`src/rtl/wb_master_bridge.sv`:
```
// Wishbone classic single-cycle bus master: turns one core valid/ready request
// into one Wishbone read or write cycle, bounded by a watchdog timeout.
module wb_master_bridge #(
  parameter int unsigned ADDR_W  = 32,
  parameter int unsigned DATA_W  = 32,
  parameter int unsigned TIMEOUT = 16
) (
  input  logic                CLK_I,
  input  logic                RST_I,
  // core-side request/response
  input  logic                req_valid,
  output logic                req_ready,
  input  logic                req_we,
  input  logic [ADDR_W-1:0]   req_addr,
  input  logic [DATA_W-1:0]   req_wdata,
  input  logic [DATA_W/8-1:0] req_sel,
  output logic                rsp_valid,
  output logic [DATA_W-1:0]   rsp_rdata,
  output logic                rsp_err,
  // Wishbone master port
  output logic                CYC_O,
  output logic                STB_O,
  output logic                WE_O,
  output logic [ADDR_W-1:0]   ADR_O,
  output logic [DATA_W-1:0]   DAT_O,
  output logic [DATA_W/8-1:0] SEL_O,
  input  logic [DATA_W-1:0]   DAT_I,
  input  logic                ACK_I,
  input  logic                ERR_I
);

  localparam int unsigned SEL_W = DATA_W / 8;
  localparam int unsigned CNT_W = (TIMEOUT > 1) ? $clog2(TIMEOUT) : 1;
  localparam logic [CNT_W-1:0] CNT_LAST = (TIMEOUT > 0) ? CNT_W'(TIMEOUT - 1) : '0;
  localparam bit TIMEOUT_EN = (TIMEOUT != 0);

  typedef enum logic {
    IDLE = 1'b0,
    BUS  = 1'b1
  } state_e;

  state_e             state_q, state_d;
  logic               cyc_q, cyc_d;
  logic               we_q, we_d;
  logic [ADDR_W-1:0]  adr_q, adr_d;
  logic [DATA_W-1:0]  dat_q, dat_d;
  logic [SEL_W-1:0]   sel_q, sel_d;
  logic [CNT_W-1:0]   cnt_q, cnt_d;
  logic               rsp_valid_q, rsp_valid_d;
  logic [DATA_W-1:0]  rsp_rdata_q, rsp_rdata_d;
  logic               rsp_err_q, rsp_err_d;

  logic               timeout_hit;
  logic               done;

  assign timeout_hit = TIMEOUT_EN && (cnt_q == CNT_LAST);

  // Next-state and registered-output logic
  always_comb begin
    state_d     = state_q;
    cyc_d       = cyc_q;
    we_d        = we_q;
    adr_d       = adr_q;
    dat_d       = dat_q;
    sel_d       = sel_q;
    cnt_d       = cnt_q;
    rsp_valid_d = 1'b0;
    rsp_rdata_d = rsp_rdata_q;
    rsp_err_d   = rsp_err_q;
    done        = 1'b0;

    case (state_q)
      IDLE: begin
        if (req_valid) begin
          we_d    = req_we;
          adr_d   = req_addr;
          dat_d   = req_wdata;
          sel_d   = req_sel;
          cyc_d   = 1'b1;
          cnt_d   = '0;
          state_d = BUS;
        end
      end
      BUS: begin
        // Priority: slave error, then acknowledge, then watchdog
        if (ERR_I) begin
          done        = 1'b1;
          rsp_err_d   = 1'b1;
          rsp_rdata_d = '0;
        end else if (ACK_I) begin
          done      = 1'b1;
          rsp_err_d = 1'b0;
          if (!we_q) begin
            rsp_rdata_d = DAT_I;
          end
        end else if (timeout_hit) begin
          done        = 1'b1;
          rsp_err_d   = 1'b1;
          rsp_rdata_d = '0;
        end else begin
          cnt_d = cnt_q + 1'b1;
        end

        if (done) begin
          cyc_d       = 1'b0;
          we_d        = 1'b0;
          rsp_valid_d = 1'b1;
          state_d     = IDLE;
        end
      end
    endcase
  end

  // State and output registers
  always_ff @(posedge CLK_I) begin
    if (RST_I) begin
      state_q     <= IDLE;
      cyc_q       <= 1'b0;
      we_q        <= 1'b0;
      adr_q       <= '0;
      dat_q       <= '0;
      sel_q       <= '0;
      cnt_q       <= '0;
      rsp_valid_q <= 1'b0;
      rsp_rdata_q <= '0;
      rsp_err_q   <= 1'b0;
    end else begin
      state_q     <= state_d;
      cyc_q       <= cyc_d;
      we_q        <= we_d;
      adr_q       <= adr_d;
      dat_q       <= dat_d;
      sel_q       <= sel_d;
      cnt_q       <= cnt_d;
      rsp_valid_q <= rsp_valid_d;
      rsp_rdata_q <= rsp_rdata_d;
      rsp_err_q   <= rsp_err_d;
    end
  end

  assign req_ready = (state_q == IDLE);
  assign rsp_valid = rsp_valid_q;
  assign rsp_rdata = rsp_rdata_q;
  assign rsp_err   = rsp_err_q;
  assign CYC_O     = cyc_q;
  assign STB_O     = cyc_q;
  assign WE_O      = we_q;
  assign ADR_O     = adr_q;
  assign DAT_O     = dat_q;
  assign SEL_O     = sel_q;

endmodule

```
`config.mk`:
```
export PLATFORM = sky130hd
export DESIGN_NAME = wb_master_bridge
export DESIGN_NICKNAME = d
export VERILOG_FILES = /design/src/rtl/wb_master_bridge.sv
export SDC_FILE = /design/constraint.sdc
export NUM_CORES = 1
export LEC_CHECK = 0
export ABC_CLOCK_PERIOD_IN_PS = 1980
export CAP_MARGIN = 15
export CORE_MARGIN = 2
export CORE_UTILIZATION = 38
export CTS_CLUSTER_SIZE = 24
export DETAILED_ROUTE_END_ITERATION = 6
export GPL_TIMING_DRIVEN = 0
export PLACE_DENSITY = 0.84
export SKIP_CTS_REPAIR_TIMING = 1
export SYNTH_ARGS = -nofsm -noshare
export SYNTH_HDL_FRONTEND = slang
export SYNTH_SLANG_ARGS = --single-unit
export TNS_END_PERCENT = 20
```
`constraint.sdc`:
```
create_clock -name CLK_I -period 1.98 [get_ports CLK_I]
set_clock_uncertainty 0.15 [all_clocks]
set_input_delay 0.297 -clock CLK_I [delete_from_list [all_inputs] [get_ports CLK_I]]
set_output_delay 0.297 -clock CLK_I [all_outputs]
set_load 0.005 [all_outputs]
```
### Yosys cells after proc, flatten, opt, wreduce, memory -nomap -nowiden

Cells that the tools add are included.

* word-level logic and storage cells: 51
* output and inout bits: 106
* register bits after elaboration: 109

* $add $sub $neg: 1
* reduce and logical (&&, ||, !) cells: 7
* bitwise logic cells: 1
* mux-type cells: 25
* eq/ne operators: 7

Operators by type and width (number)
* 32-bit two-way mux: 4
* 4-bit two-way mux: 4
* 1-bit two-way mux: 13
* 2-bit != test (second input constant): 4
* 4-bit case mux with 2 select lines: 1
* 1-bit case mux with 2 select lines: 3
* 2-bit AND reduction: 3
* 4-bit by 1-bit adder with 4-bit output (second input constant): 1
* 4-bit == test (second input constant): 1
* 4-bit AND reduction: 1
* 3-bit != test (second input constant): 1
* 3-bit AND reduction: 1
* 3-bit nonzero test: 1
* 2-bit by 1-bit != test with 1-bit output (second input constant): 1
* 2-bit OR reduction: 1
* 1-bit inverter: 1

### Logic depth before layout (Yosys ltp)

Gate-level depths: netlist of run 1.

* depth after elaboration: 7
* gate-level depth with buffers: 5
* depth with buffers taken out: 4

### Least setup slack after synthesis of run 1

Ideal clock, no wire load.

* path kind: register -> register
* from: register cnt_q[0]
* to: register rsp_rdata_q[10] (netlist: rsp_rdata[10])
* cell stages (with the launch flop): 6
* arrival time: 1.511 ns
* slack: 0.262 ns
* library setup time: 0.057 ns
* path buffers: 1
* path through: dfxtp_1 > ha_1 > a311o_2 > a31oi_4 > buf_6 > a22o_2

* longest elaborated chain between the ends: 3

Ends and longest elaborated chain
* start, declared: line 48 `logic [CNT_W-1:0] cnt_q, cnt_d;`
* start signal, assigned: line 134 `cnt_q <= cnt_d;`
* 4-bit == test: line 56 `assign timeout_hit = TIMEOUT_EN && (cnt_q == CNT_LAST);`
* 3-bit nonzero test (no source line)
* 3-bit AND reduction (no source line)
* end signal, assigned: line 136 `rsp_rdata_q <= rsp_rdata_d;`
* end, declared: line 50 `logic [DATA_W-1:0] rsp_rdata_q, rsp_rdata_d;`

Every way passes these cells.
A chain may end at the register's enable or synchronous reset.

### Worst setup path after layout of run 1

* from: register cnt_q[0]
* to: register rsp_rdata_q[15] (netlist: rsp_rdata[15])

The elaborated chain is that of the path after synthesis.

==> results of run 1 <==
[stage by stage]
step / setup TNS, ps / cells / cell area [µm²] / utilization (%) / total power (µW)
2_1_floorplan: 0 / 413 / 3800 / - / 2630
6_report: 0 / 773 / 6280 / 64.6 / 4440
4_1_cts: 0 / 773 / 6280 / 64.6 / 4490
3_3_place_gp: -16220 / 757 / 6080 / 62.5 / 3090
5_1_grt: 0 / 773 / 6280 / 64.6 / 4640
3_5_place_dp: -17800 / 757 / 6080 / 62.5 / 3110
[cells by family after synthesis]
group / Yosys count / share of synthesized area [%]
compound gates: 112 / 20.0
flops: 109 / 57.4
simple gates: 158 / 17.6
fa+ha+maj: 1 / 0.329
buf+inv: 33 / 4.67
[routing by layer]
metal  global-route usage [%]  vias to the layer above  wire [µm]  share of wire, %
met5                        0                        -          0                 0
met4                     7.92                        0        231               2.1
met3                     6.02                       19        694               6.3
met2                     34.3                      125       5360                49
met1                     23.5                     1717       4670                43
li1                         -                     1843          -                 -
[power by group through the flow]
stage	clock, µW	sequential, µW	combinational, µW
after floorplan	0	2400	223
after global placement	0	2390	698
after detailed placement	0	2400	711
after CTS	1430	2350	715
after global routing	1510	2360	771
final	1380	2350	709
[cell type report]
cell class / instances / area share (%)
plain buffers: 31 / 2.71
inverters: 2 / 0.119
flip-flops and latches: 109 / 34.7
clock buffers: 9 / 1.97
clock inverters: 7 / 1.23
well taps: 133 / 2.65
repair buffers: 211 / 33.6
multi-input cells: 271 / 23.0
[state kept, by name, indices dropped and copies added, names as in the netlist]
register,count
cnt_q,4
ADR_O,32
rsp_err,1
rsp_rdata,32
rsp_valid,1
SEL_O,4
CYC_O,1
WE_O,1
state_q,1
DAT_O,32
[worst max-delay path, delay by kind of cell (launching register included)]
kind                     cells  cell delay [ps]
flip-flops                   1              360
AO/OA/AOI/OAI                3              860
adder cells (fa/ha/maj)      1              280
buffers and inverters        1              180
[how the worst max path moves through the flow]
stage | from | to | cells past startpoint
after detailed placement | RST_I | ADR_O[24] | 4
final | cnt_q[0] | rsp_rdata[15] | 5
after global routing | cnt_q[0] | rsp_rdata[16] | 5
after floorplan | cnt_q[0] | rsp_rdata[10] | 5
after CTS | cnt_q[0] | rsp_rdata[15] | 5
after global placement | RST_I | ADR_O[30] | 4
[Yosys cell counts]
| cell | number |
|---|---|
| o211ai_1 | 1 |
| buf_4 | 1 |
| or3b_1 | 1 |
| a21oi_1 | 71 |
| nand3_1 | 5 |
| a31o_1 | 1 |
| dfxtp_1 | 109 |
| buf_6 | 5 |
| a22o_1 | 6 |
| buf_2 | 10 |
| nor4_4 | 1 |
| and2_2 | 1 |
| a2111oi_2 | 1 |
| a311o_2 | 1 |
| nor3_1 | 1 |
| nor4b_2 | 1 |
| a41oi_1 | 1 |
| clkbuf_1 | 8 |
| nand3b_1 | 1 |
| and3_2 | 2 |
| buf_1 | 7 |
| a31oi_4 | 1 |
| nor3b_2 | 1 |
| nor4_1 | 2 |
| ha_1 | 1 |
| nor2b_1 | 1 |
| nor2_1 | 2 |
| nand2_1 | 138 |
| a22o_2 | 26 |
| nand2b_1 | 1 |
| o21ai_0 | 2 |
| inv_1 | 2 |
| o221a_2 | 1 |
==> flow_summary.toml, run 1 <==
[status]
status = "complete, no violations"

[critical_path]
worst_path_max_delay_cell = "a311o_2"
reg2reg_setup_slack_ps = 90
crit-reg2reg-launch = "cnt_q[0]"
timing.rr.end = "rsp_rdata[15]"
crit_arrival_ps = 2040
cp_cell_sequence = "ha_1 > a311o_2 > a31oi_4 > buf_6 > a22o_2"
slowest_delay_ps = 460
crit_type = "flop to flop"
cp_max_fo = 10
cp-end-kind = "flop"
startpoint_type = "flop"
cp.required_ps = 2140
reg2reg_depth = 5

[layout]
final_cell_mix = "clkdlybuf4s50_1, nand2_1, dfxtp_1"
diodes = 0
final_common_cell = "clkdlybuf4s50_1"
multi_input_area_mm2 = 0.00144
drive_above_1_share_pct = 10.6
nNetsFinal = 742
n_fill_cell = 841
area_growth_pct = 65.2
ff_latch_area_mm2 = 0.00218

[power]
power.share.clock_pct = 31.2
switching_share_pct = 24.9
p_seq_share_pct = 52.9
power.leakage_uw = 0.00233
vdd_drop_max_mv = 0.464
pwr_density_cell_mw_per_mm2 = 707
switching_power_uw = 1110
intPower_uw = 3340
power_frac_comb_pct = 16.0

[hold_path]
whs_path_depth = 2
min-delay-start = "DAT_O[23]"
holdPathEnd = "DAT_O[23]"
hp-class = "flop to flop"

[global_route]
antenna_found_initial = 0
grt_pass1_vias = 3622
grt_remaining_overflow = 0
grt_usage_pct = 20.0
grt_pass1_wl_um = 17800
grt_max_degree = 20

[timing]
maxSlewViolCount = 0
slew_headroom_pct = 60.9
rsz0062_at_grt = "false"
setup_viol = 0
fin_crit_sh_pct = 95.3
period_minus_slack_ps = 1890
whs_ps = 311
fmax_mhz = 530
hold_viol_final = 0
worst_pin_slew_ps = 586
setup_ws_ps = 93.9

[logic_synthesis]
avgSynthCellArea_um2 = 9.21
yosysTopAreaCellShare_pct = 57.4
ys_seq_area_share_pct = 57.4
synthDistinctLibCells = 33
yosysTopAreaCell = "dfxtp_1"
synth_nets = 520
yosys_warnings = 0
synthCells = 413
syn_area_mm2 = 0.00380
ys_ff_latch = 109
yosys-top-cells-area = "dfxtp_1, nand2_1, a21oi_1, a22o_2, buf_6"

[drt]
wl_um = 11000
via_count = 3704
drt-initial-drc-count = 119
ant_nets = 0
vias_per_cell = 4.79
drt-pass1-iter-count = 4
drcViolationCount = 0
wl_per_cell_um = 14.2

[clock_network]
cts_buffers = 9
cts_root_buf = "clkbuf_8"
clk_latency_ps = 350
htreeDepth = 3
clock-sinks = 109
cts_tree = "built"
clockBufferDepth = 2
clkTransAtPathRegs_ps = 100

[place]
numPortBuffers = 211
dp_slack_ps = -255
dp_hpwl_um = 8300
gp_congestion = 0.767

[die]
die_w_um = 104
die_area_mm2 = 0.0108
initial_core_util_pct = 39.1
io_pins = 212
die-height_um = 104
num_rows = 36
core_area_mm2 = 0.00973

[flow_run]
cap_violations = 0
(Power assumes the default switching activity.)
==> inputs of run 2 (changes only) <==
Settings changed: SLEW_MARGIN set to 20.
==> results of run 2 <==
The final DEF is identical to that of run 1; final timing and power are the same.
==> inputs of run 3 (changes only) <==
Settings changed: MAX_ROUTING_LAYER set to met4.
==> run 3 against run 2 <==
Against the previous run: first-iteration DRC count decreased by 7.6%; core utilization is the same; global-route usage increased by 0.56 points; register-to-register slack barely moved; clock power hardly changed; largest cell class unchanged.
==> flow_summary.toml, run 3 (synthesis gave the netlist of run 1 again) <==
[drt]
wl_per_cell_um = 14.2
drt-initial-drc-count = 110
wl_um = 11000
drt-pass1-iter-count = 4
via_count = 3730
vias_per_cell = 4.83
drcViolationCount = 0
ant_nets = 0

[timing]
period_minus_slack_ps = 1890
whs_ps = 311
slew_headroom_pct = 61.2
setup_viol = 0
fmax_mhz = 530
fin_crit_sh_pct = 95.3
hold_viol_final = 0
worst_pin_slew_ps = 582
maxSlewViolCount = 0
rsz0062_at_grt = "false"

[layout]
nNetsFinal = 742
drive_above_1_share_pct = 10.6
area_growth_pct = 65.2
stdcell_count = 773
final_common_cell = "clkdlybuf4s50_1"
final_cell_mix = "clkdlybuf4s50_1, nand2_1, dfxtp_1"
post-route-util_pct = 64.6
diodes = 0

[clock_network]
clk_latency_ps = 360
clkTransAtPathRegs_ps = 100
clock-sinks = 109
clockBufferDepth = 2
cts_root_buf = "clkbuf_8"
cts_buffers = 9
cts_tree = "built"
htreeDepth = 3

[global_route]
grt_max_degree = 20
grt_pass1_vias = 3620
grt_pass1_wl_um = 17800
grt_remaining_overflow = 0
grt_usage_pct = 20.6
antenna_found_initial = 0

[place]
gp_congestion = 0.777
numPortBuffers = 211
dp_hpwl_um = 8300
dp_cells = 757

[critical_path]
cp_max_fo = 10
crit_arrival_ps = 2050
crit_type = "flop to flop"
startpoint_type = "flop"
cp-end-kind = "flop"
cp.required_ps = 2140

[power]
power_uw = 4440
switching_share_pct = 24.9
switching_power_uw = 1110
pwr_density_cell_mw_per_mm2 = 707
p_seq_share_pct = 52.8
intPower_uw = 3340
power_frac_comb_pct = 16.0
power.leakage_uw = 0.00233
power.share.clock_pct = 31.2
vdd_drop_max_mv = 0.464

[die]
num_rows = 36
io_pins = 212
die_area_mm2 = 0.0108
die_w_um = 104
core_area_mm2 = 0.00973
die-height_um = 104
initial_core_util_pct = 39.1

[flow_run]
cap_violations = 0

[status]
status = "complete, no violations"

[hold_path]
hp-class = "flop to flop"
run 3: cell counts in the layout (fill, tap and decap cells not counted):
No cell type changed its count.
run 3: worst max-delay path, cell delays in order (launching register included):
cell,delay [ps]
dfxtp_1,360
ha_1,280
a311o_2,460
a31oi_4,270
buf_6,180
a22o_2,130
run 3: area by class of cell:
| type | count | area (µm²) |
|---|---|---|
| fillers | 841 | 3450 |
| flip-flops and latches | 109 | 2180 |
| repair buffers | 211 | 2110 |
| multi-input cells | 271 | 1440 |
| plain buffers | 31 | 170 |
| well taps | 133 | 166 |
| clock buffers | 9 | 124 |
| clock inverters | 7 | 77.6 |
| inverters | 2 | 7.51 |
run 3: path summary, 6_finish.rpt:
| kind | startpoint | endpoint | slack (ps) | cells after the start |
|---|---|---|---|---|
| max | cnt_q[0] | rsp_rdata[16] | 90 | 5 |
| min reg2reg | DAT_O[23] | DAT_O[23] | 310 | 2 |
| max reg2reg | cnt_q[0] | rsp_rdata[16] | 90 | 5 |
| min | DAT_O[23] | DAT_O[23] | 310 | 2 |
run 3: power groups by stage:
stage          Combinational [µW]  Clock, µW  Sequential [µW]
2_1_floorplan                 223          0             2400
3_3_place_gp                  698          0             2390
3_5_place_dp                  711          0             2400
4_1_cts                       715       1430             2350
5_1_grt                       771       1510             2360
6_report                      709       1390             2350
run 3: metrics by stage:
stage / worst slack [ps] / TNS (ps) / cell area [µm²]
2_1_floorplan: 262 / 0 / 3800
3_3_place_gp: -259 / -16220 / 6080
3_5_place_dp: -255 / -17800 / 6080
4_1_cts: 82.8 / 0 / 6280
5_1_grt: 17.4 / 0 / 6280
6_report: 92.1 / 0 / 6280
run 3: per-layer routing:
layer / GRT usage [%] / wire length, µm / vias to the layer above
li1: - / - / 1845
met1: 23.9 / 4680 / 1728
met2: 34.4 / 5420 / 135
met3: 5.14 / 634 / 22
met4: 7.92 / 255 / 0
met5: - / 0 / -
